<file path="src/rtl/sample_reader_pkg.sv">
// Shared constants, register map and FSM state type for the sample buffer reader.
// The optional threshold-crossing registers are enabled by THRESHOLD_CROSS_EN.
package sample_reader_pkg;

  localparam int MEMORY_SIZE = 512;
  localparam int RD_LATENCY  = 1;
  localparam int ADDR_W      = $clog2(MEMORY_SIZE);
  localparam int LEN_W       = ADDR_W + 1;
  localparam int SUM_W       = 17;

  localparam logic [3:0] REG_CONTROL    = 4'd0;
  localparam logic [3:0] REG_STATUS     = 4'd1;
  localparam logic [3:0] REG_START_ADDR = 4'd2;
  localparam logic [3:0] REG_LENGTH     = 4'd3;
  localparam logic [3:0] REG_PEAK_VAL   = 4'd4;
  localparam logic [3:0] REG_PEAK_IDX   = 4'd5;
  localparam logic [3:0] REG_SUM        = 4'd6;
  localparam logic [3:0] REG_THRESHOLD  = 4'd7;
  localparam logic [3:0] REG_CROSS_IDX  = 4'd8;

  localparam int CTRL_START      = 0;
  localparam int CTRL_IRQ_EN     = 1;
  localparam int CTRL_ABORT      = 2;
  localparam int STAT_DONE       = 0;
  localparam int STAT_BUSY       = 1;
  localparam int CROSS_FOUND_BIT = 15;

  localparam logic [31:0] DEFAULT_RDATA = 32'h0000_CCCC;

  typedef enum logic [1:0] {
    ST_IDLE  = 2'd0,
    ST_READ  = 2'd1,
    ST_DRAIN = 2'd2,
    ST_DONE  = 2'd3
  } state_t;

  // A zero or oversized length means "the whole buffer".
  function automatic logic [LEN_W-1:0] effective_length(input logic [LEN_W-1:0] len);
    if (len == '0 || len > LEN_W'(MEMORY_SIZE)) return LEN_W'(MEMORY_SIZE);
    return len;
  endfunction

endpackage

</file>
<file path="src/rtl/sample_reader_if.sv">
// Bus interfaces of the sample reader: the Nios register slave and the RAM read master.
// Both buses are fixed-latency with no waitrequest: a slave read returns data one clk after
// avmms_read, and a RAM read returns avmm_readdata RD_LATENCY clk after avmm_read.
interface sample_reader_csr_if;
  logic        avmms_cs;
  logic [3:0]  avmms_address;
  logic        avmms_write;
  logic [31:0] avmms_writedata;
  logic        avmms_read;
  logic [31:0] avmms_readdata;
  logic        irq;

  modport master (
    output avmms_cs, avmms_address, avmms_write, avmms_writedata, avmms_read,
    input  avmms_readdata, irq
  );
  modport slave (
    input  avmms_cs, avmms_address, avmms_write, avmms_writedata, avmms_read,
    output avmms_readdata, irq
  );
endinterface

interface sample_reader_mem_if;
  logic                               avmm_cs;
  logic [sample_reader_pkg::ADDR_W-1:0] avmm_address;
  logic                               avmm_read;
  logic [7:0]                         avmm_readdata;

  modport master (
    output avmm_cs, avmm_address, avmm_read,
    input  avmm_readdata
  );
  modport slave (
    input  avmm_cs, avmm_address, avmm_read,
    output avmm_readdata
  );
endinterface

</file>
<file path="src/rtl/sample_stats.sv">
// Valid-gated accumulator: running sum, first-maximum peak with its window offset and,
// with THRESHOLD_CROSS_EN, the offset of the first sample at or above a threshold.
module sample_stats
  import sample_reader_pkg::*;
(
  input  logic              clk,
  input  logic              rst,
  input  logic              clear,
  input  logic              valid,
  input  logic [7:0]        data,
`ifdef THRESHOLD_CROSS_EN
  input  logic [7:0]        threshold,
  output logic [ADDR_W-1:0] cross_idx,
  output logic              cross_found,
`endif
  output logic [7:0]        peak_val,
  output logic [ADDR_W-1:0] peak_idx,
  output logic [SUM_W-1:0]  sum
);

  logic [ADDR_W-1:0] offset_q;

  always_ff @(posedge clk) begin
    if (rst || clear) begin
      offset_q <= '0;
      peak_val <= '0;
      peak_idx <= '0;
      sum      <= '0;
    end else if (valid) begin
      offset_q <= offset_q + 1'b1;
      sum      <= sum + SUM_W'(data);
      // Strict compare keeps the earliest of equal maxima.
      if (data > peak_val) begin
        peak_val <= data;
        peak_idx <= offset_q;
      end
    end
  end

`ifdef THRESHOLD_CROSS_EN
  always_ff @(posedge clk) begin
    if (rst || clear) begin
      cross_idx   <= '0;
      cross_found <= 1'b0;
    end else if (valid && !cross_found && data >= threshold) begin
      cross_idx   <= offset_q;
      cross_found <= 1'b1;
    end
  end
`endif

endmodule

</file>
<file path="src/rtl/sample_reader.sv">
// Streams a programmed window of the sample RAM and reports peak, peak index and sum.
// Optional threshold-crossing registers (7, 8) are built only with THRESHOLD_CROSS_EN.
module sample_reader
  import sample_reader_pkg::*;
(
  input  logic                avmms_clk,
  input  logic                avmms_reset,
  sample_reader_csr_if.slave  csr,
  sample_reader_mem_if.master mem,
  output state_t              dbg_state
);

  state_t            state_q, state_d;
  logic              irq_en_q, done_q, irq_q, valid_q;
  logic [ADDR_W-1:0] start_addr_q, addr_q;
  logic [LEN_W-1:0]  length_q, issue_cnt_q, eff_len;
  logic [31:0]       rdata_q, rdata_d;
  logic [7:0]        peak_val;
  logic [ADDR_W-1:0] peak_idx;
  logic [SUM_W-1:0]  sum;
  logic              wr_en, rd_en, busy, issuing, last_issue;
  logic              start_go, abort_wr, done_clr;
  logic              unused_wdata_bits;
`ifdef THRESHOLD_CROSS_EN
  logic [7:0]        threshold_q;
  logic [ADDR_W-1:0] cross_idx;
  logic              cross_found;
`endif

  assign wr_en      = csr.avmms_cs && csr.avmms_write;
  assign rd_en      = csr.avmms_cs && csr.avmms_read;
  assign busy       = (state_q != ST_IDLE);
  assign issuing    = (state_q == ST_READ);
  assign eff_len    = effective_length(length_q);
  assign last_issue = (issue_cnt_q == eff_len - 1'b1);
  assign start_go   = wr_en && csr.avmms_address == REG_CONTROL
                      && csr.avmms_writedata[CTRL_START] && !busy;
  assign abort_wr   = wr_en && csr.avmms_address == REG_CONTROL
                      && csr.avmms_writedata[CTRL_ABORT];
  assign done_clr   = wr_en && csr.avmms_address == REG_STATUS
                      && csr.avmms_writedata[STAT_DONE];
  assign unused_wdata_bits = ^csr.avmms_writedata[31:LEN_W];

  always_ff @(posedge avmms_clk) begin
    if (avmms_reset) state_q <= ST_IDLE;
    else             state_q <= state_d;
  end

  always_comb begin
    state_d = state_q;
    unique case (state_q)
      ST_IDLE:  if (start_go) state_d = ST_READ;
      ST_READ: begin
        if (abort_wr)        state_d = ST_IDLE;
        else if (last_issue) state_d = ST_DRAIN;
      end
      ST_DRAIN: state_d = abort_wr ? ST_IDLE : ST_DONE;
      ST_DONE:  state_d = ST_IDLE;
      default:  state_d = ST_IDLE;
    endcase
  end

  assign dbg_state        = state_q;
  assign mem.avmm_cs      = issuing;
  assign mem.avmm_read    = issuing;
  assign mem.avmm_address = addr_q;

  // Address wraps naturally at the buffer end since ADDR_W covers exactly MEMORY_SIZE.
  always_ff @(posedge avmms_clk) begin
    if (avmms_reset) begin
      addr_q      <= '0;
      issue_cnt_q <= '0;
      valid_q     <= 1'b0;
    end else begin
      valid_q <= issuing;
      if (start_go) begin
        addr_q      <= start_addr_q;
        issue_cnt_q <= '0;
      end else if (issuing) begin
        addr_q      <= addr_q + 1'b1;
        issue_cnt_q <= issue_cnt_q + 1'b1;
      end
    end
  end

  always_ff @(posedge avmms_clk) begin
    if (avmms_reset) begin
      irq_en_q     <= 1'b0;
      start_addr_q <= '0;
      length_q     <= '0;
      done_q       <= 1'b0;
      irq_q        <= 1'b0;
    end else begin
      if (wr_en && csr.avmms_address == REG_CONTROL)
        irq_en_q <= csr.avmms_writedata[CTRL_IRQ_EN];
      if (wr_en && !busy && csr.avmms_address == REG_START_ADDR)
        start_addr_q <= csr.avmms_writedata[ADDR_W-1:0];
      if (wr_en && !busy && csr.avmms_address == REG_LENGTH)
        length_q <= csr.avmms_writedata[LEN_W-1:0];
      // Completion has priority over a simultaneous clear.
      if (state_q == ST_DONE)      done_q <= 1'b1;
      else if (start_go || done_clr) done_q <= 1'b0;
      irq_q <= done_q && irq_en_q;
    end
  end

`ifdef THRESHOLD_CROSS_EN
  always_ff @(posedge avmms_clk) begin
    if (avmms_reset)
      threshold_q <= '0;
    else if (wr_en && !busy && csr.avmms_address == REG_THRESHOLD)
      threshold_q <= csr.avmms_writedata[7:0];
  end
`endif

  sample_stats u_stats (
    .clk         (avmms_clk),
    .rst         (avmms_reset),
    .clear       (start_go),
    .valid       (valid_q),
    .data        (mem.avmm_readdata),
`ifdef THRESHOLD_CROSS_EN
    .threshold   (threshold_q),
    .cross_idx   (cross_idx),
    .cross_found (cross_found),
`endif
    .peak_val    (peak_val),
    .peak_idx    (peak_idx),
    .sum         (sum)
  );

  always_comb begin
    rdata_d = '0;
    case (csr.avmms_address)
      REG_CONTROL:    rdata_d[CTRL_IRQ_EN] = irq_en_q;
      REG_STATUS: begin
        rdata_d[STAT_DONE] = done_q;
        rdata_d[STAT_BUSY] = busy;
      end
      REG_START_ADDR: rdata_d[ADDR_W-1:0] = start_addr_q;
      REG_LENGTH:     rdata_d[LEN_W-1:0]  = length_q;
      REG_PEAK_VAL:   rdata_d[7:0]        = peak_val;
      REG_PEAK_IDX:   rdata_d[ADDR_W-1:0] = peak_idx;
      REG_SUM:        rdata_d[SUM_W-1:0]  = sum;
`ifdef THRESHOLD_CROSS_EN
      REG_THRESHOLD:  rdata_d[7:0]        = threshold_q;
      REG_CROSS_IDX: begin
        rdata_d[ADDR_W-1:0]      = cross_idx;
        rdata_d[CROSS_FOUND_BIT] = cross_found;
      end
`endif
      default:        rdata_d = DEFAULT_RDATA;
    endcase
  end

  always_ff @(posedge avmms_clk) begin
    if (avmms_reset) rdata_q <= '0;
    else if (rd_en)  rdata_q <= rdata_d;
  end

  assign csr.avmms_readdata = rdata_q;
  assign csr.irq            = irq_q;

endmodule

</file>
<file path="src/flat_wrapper.sv">
// flat-port wrapper written by rule: the top's interface ports become plain ports
module sample_reader_flat import sample_reader_pkg::*;
  (avmms_clk, avmms_reset, dbg_state, csr_avmms_cs, csr_avmms_address, csr_avmms_write, csr_avmms_writedata, csr_avmms_read, csr_avmms_readdata, csr_irq, mem_avmm_cs, mem_avmm_address, mem_avmm_read, mem_avmm_readdata);
  sample_reader_csr_if csr_i ();
  sample_reader_mem_if mem_i ();
  input  logic avmms_clk;
  input  logic avmms_reset;
  output state_t dbg_state;
  input wire logic [$bits(csr_i.avmms_cs)-1:0] csr_avmms_cs;
  input wire logic [$bits(csr_i.avmms_address)-1:0] csr_avmms_address;
  input wire logic [$bits(csr_i.avmms_write)-1:0] csr_avmms_write;
  input wire logic [$bits(csr_i.avmms_writedata)-1:0] csr_avmms_writedata;
  input wire logic [$bits(csr_i.avmms_read)-1:0] csr_avmms_read;
  output wire logic [$bits(csr_i.avmms_readdata)-1:0] csr_avmms_readdata;
  output wire logic [$bits(csr_i.irq)-1:0] csr_irq;
  output wire logic [$bits(mem_i.avmm_cs)-1:0] mem_avmm_cs;
  output wire logic [$bits(mem_i.avmm_address)-1:0] mem_avmm_address;
  output wire logic [$bits(mem_i.avmm_read)-1:0] mem_avmm_read;
  input wire logic [$bits(mem_i.avmm_readdata)-1:0] mem_avmm_readdata;
  assign csr_i.avmms_cs = csr_avmms_cs;
  assign csr_i.avmms_address = csr_avmms_address;
  assign csr_i.avmms_write = csr_avmms_write;
  assign csr_i.avmms_writedata = csr_avmms_writedata;
  assign csr_i.avmms_read = csr_avmms_read;
  assign csr_avmms_readdata = csr_i.avmms_readdata;
  assign csr_irq = csr_i.irq;
  assign mem_avmm_cs = mem_i.avmm_cs;
  assign mem_avmm_address = mem_i.avmm_address;
  assign mem_avmm_read = mem_i.avmm_read;
  assign mem_i.avmm_readdata = mem_avmm_readdata;
  sample_reader u_core (.avmms_clk(avmms_clk), .avmms_reset(avmms_reset), .csr(csr_i), .mem(mem_i), .dbg_state(dbg_state));
endmodule
</file>
<file path="config.mk">
export PLATFORM = sky130hd
export DESIGN_NAME = sample_reader_flat
export DESIGN_NICKNAME = d
export VERILOG_FILES = /design/src/rtl/sample_reader_pkg.sv /design/src/rtl/sample_reader_if.sv /design/src/rtl/sample_stats.sv /design/src/rtl/sample_reader.sv /design/src/flat_wrapper.sv
export SDC_FILE = /design/constraint.sdc
export NUM_CORES = 1
export LEC_CHECK = 0
export ABC_AREA = 1
export ABC_CLOCK_PERIOD_IN_PS = 2300
export CORE_ASPECT_RATIO = 0.75
export CORE_MARGIN = 5
export CORE_UTILIZATION = 51
export CTS_CLUSTER_DIAMETER = 40
export DETAILED_ROUTE_END_ITERATION = 12
export PLACE_DENSITY = 0.82
export SETUP_SLACK_MARGIN = 0.3
export SLEW_MARGIN = 40
export SYNTH_ARGS = -nofsm -noshare
export SYNTH_HDL_FRONTEND = slang
export SYNTH_HIERARCHICAL = 1
export SYNTH_SLANG_ARGS = --single-unit
</file>
<file path="constraint.sdc">
create_clock -name avmms_clk -period 2.3 [get_ports avmms_clk]
set_input_delay 0.23 -clock avmms_clk [delete_from_list [all_inputs] [get_ports avmms_clk]]
set_output_delay 0.23 -clock avmms_clk [all_outputs]
set_load 0.02 [all_outputs]
</file>
==> results.md <==
* Worst-path clk slew at 70 ps
* Arrival time of the worst setup path at 2430 ps
* Clk buf depth at 2
* CP Launch Type: register
* CTS Buf Count at 9
* Non-Filler Instances at 1,120
* Multi-input gate area at 0.003386 mm^2
* CP Data Required Time at 2550 ps
* Post-synth cell types at 52
* Design area at 0.007173 mm^2
* Number of global-route vias before repair at 5,332
* Reg2reg setup slack at 120 ps
* Area growth, synth to finish at 19.14%
* Slowest cell on crit path: dfxtp_4
* Sequential share of the synthesized area at 34.58%
* Fillcell total at 1,039
* Pwr Density at 692.5 mW/mm^2
* Routed WL per cell at 14.16 um
* Critical Path Sink Type: register
* Max Fclk at 0.4577 GHz
* Total GRT Usage at 22.69%
* DRC violations left at 0
* # Max-Cap Violations at 0
* CP max FO at 6
* Dpl cell area at 0.006744 mm^2
* Pleak at 3.039 nW
* Final ANT Viol Nets at 0
* Initial Utilization at 52.03%
* CP top delay family: simple AND/OR/NAND/NOR gates
* Total grt overflow at 0
* Final Hold Viols at 0
* IO buf count at 57
* Die width at 135.5 um
* Site row count at 34
* RSZ-0062 raised after global routing: true
* Die area at 0.01410 mm^2
* Post-Synthesis Cells at 890
* ANT cells at 0
* Final Wtd Congestion at 0.9069
* Syn Std Cell Area at 0.006021 mm^2
* CTS tree: done
* WL final at 15,860 um
* Buf+Inv Stages, Crit Path at 1
* Clock root cell: clkbuf_16
* Synthesis-stage register bit count at 104
* Critical path's largest stage delay at 370 ps
* Final Slew Violations at 0
* Tcrit/Tclk final at 94.98%
* Chip height at 104.1 um
* Pre-CTS setup slack at 137.6 ps
* Critical path type: register to register
* Share of layout cells above drive strength 1 at 11.27%
* Clk Latency, worst-skew pair at 350 ps
* Post-synth top area share at 34.58%
* Syn. warnings at 6
* Layout Nets at 1,025
* Clock period minus final worst setup slack at 2185 ps
* Initial antenna violation count at 0
* Sink Count at 104
* Synth Area per Inst at 6.765 um^2
* Final setup margin at 115.4 ps
* TNS Setup at 0 ps
* Final Power at 4.967 mW
* Tightest Pin Transition at 570.5 ps
* Peak VDD IR at 0.0004656 V
* Status: finished, final reports clean
* Cell taking the most area after synthesis: dfxtp_1
* Hold buffers post-CTS at 0
* Cell Chain, Critical Path: nor2_4 > inv_2 > nor2_4 > nand2_2 > nand2_4 > nand3_4 > ha_4 > xor2_1 > nand3_1 > nor2_2 > nand3_2 > nor2_4 > nand3_4 > nand2_2 > a21oi_2
* DR iter-0 viols at 581
* Largest net degree at the start of global routing at 36
* Core Util, Final at 61.99%
* First-pass GRT wire length at 26,190 um
* Crit path top cell by count: nor2_4
* Slew margin rel. at 61.83%
* Core area at 0.01157 mm^2
* IO Pins at 95
* Vias at 5,896
* TritonRoute pass-1 iters at 7
* Htree depth at 3
* Register Area at 0.002095 mm^2
* Final Setup Violations at 0
* Final Skew at 4.945 ps
* Hold Slack at 466.8 ps
* DPL Wire Length at 11,980 um
* Cells after DPL at 1,104
* Post-DR vias/cell at 5.264
* Most area-consuming cells after synthesis: dfxtp_1 35%, nand2_1 13%, nor2_1 6.9%
* Hold Crit Class: register to register
synth_stat cells, drive strengths merged:
cell	number
nand2	221
nor2	122
inv	114
dfxtp	104
a21oi	72
nand3	65
o21ai	51
buf	33
ha	20
nand4	12
nor3	9
a31oi	8
clkbuf	8
xor2	8
a221oi	7
o211ai	5
a41oi	4
nor3b	3
o21bai	3
and3	2
o22ai	2
or2	2
xnor2	2
a211oi	1
a21o	1
and2	1
clkinv	1
conb	1
fa	1
nand3b	1
nor4	1
o2111ai	1
o21a	1
o221ai	1
o311ai	1
o31ai	1
kinds of logic (layout without fill, tap and decap cells):
kind of cell | after synthesis | after routing | share of synthesized area [%]
compound gates | 159 | 159 | 15.30
xor+xnor | 10 | 10 | 1.455
fa+ha+maj | 21 | 21 | 4.489
buf+inv | 156 | 210 | 11.97
flops | 104 | 104 | 34.58
other cells | 1 | 15 | 0.06228
simple gates | 439 | 439 | 32.15
flip-flops by register name, indices dropped and copies added, names as in the netlist:
register,count
u_core/length_q,10
u_core/u_stats/peak_idx,9
u_core/u_stats/offset_q,9
u_core/csr.avmms_readdata,17
u_core/u_stats/peak_val,8
u_core/done_q,1
u_core/irq_en_q,1
u_core/start_addr_q,9
u_core/mem.avmm_address,9
u_core/issue_cnt_q,10
u_core/u_stats/sum,17
u_core/dbg_state,2
u_core/valid_q,1
u_core/csr.irq,1
power breakdown:
group / switching [mW] / total [mW] / internal [mW]
combinational: 0.844 / 1.34 / 0.500
clock: 0.673 / 1.54 / 0.867
sequential: 0.141 / 2.08 / 1.94
cells in the final DEF, fill, tap and decap left out, types with 8 or more instances in the layout:
| cell type | instances |
|---|---|
| nand3_1 | 55 |
| nand2_1 | 209 |
| conb_1 | 15 |
| nand4_1 | 11 |
| inv_1 | 106 |
| ha_1 | 19 |
| a31oi_1 | 8 |
| nor2_1 | 104 |
| nand2_2 | 9 |
| clkbuf_16 | 9 |
| o21ai_0 | 48 |
| dfxtp_1 | 98 |
| buf_4 | 23 |
| nor2_2 | 12 |
| a21oi_1 | 66 |
| clkdlybuf4s50_1 | 55 |
routing by layer:
metal	up-vias	GRT usage, %	wire (um)
met5	-	0	0
met4	0	4.532	227
met3	31	5.029	1038
met2	211	34.66	6975
met1	2664	32.92	7616
li1	2990	-	-
timing repair:
action                     CTS  global route
resized for setup           17            18
buffers inserted             1             1
setup endpoints to repair    4             9
pin swaps                    2             8
area by class of cell:
type,instances,area share [%]
repair buffers,81,10.61
clock inverters,4,0.7849
flip-flops and latches,104,29.20
multi-input cells,644,47.20
clock buffers,10,3.332
well taps,162,2.826
inverters,115,6.053
worst paths after layout:
check / startpoint / to / cells after the start
max: u_core/length_q[3] / u_core/dbg_state[0] / 15
min: u_core/done_q / u_core/csr.irq / 2
max reg2reg: u_core/length_q[3] / u_core/dbg_state[0] / 15
min reg2reg: u_core/done_q / u_core/csr.irq / 2
worst min-delay path: stages (launching register included):
cell	delay [ps]
dfxtp_1	330
nand2_1	60
nor2_1	30
No activity file was read; power rests on OpenSTA's default activity.
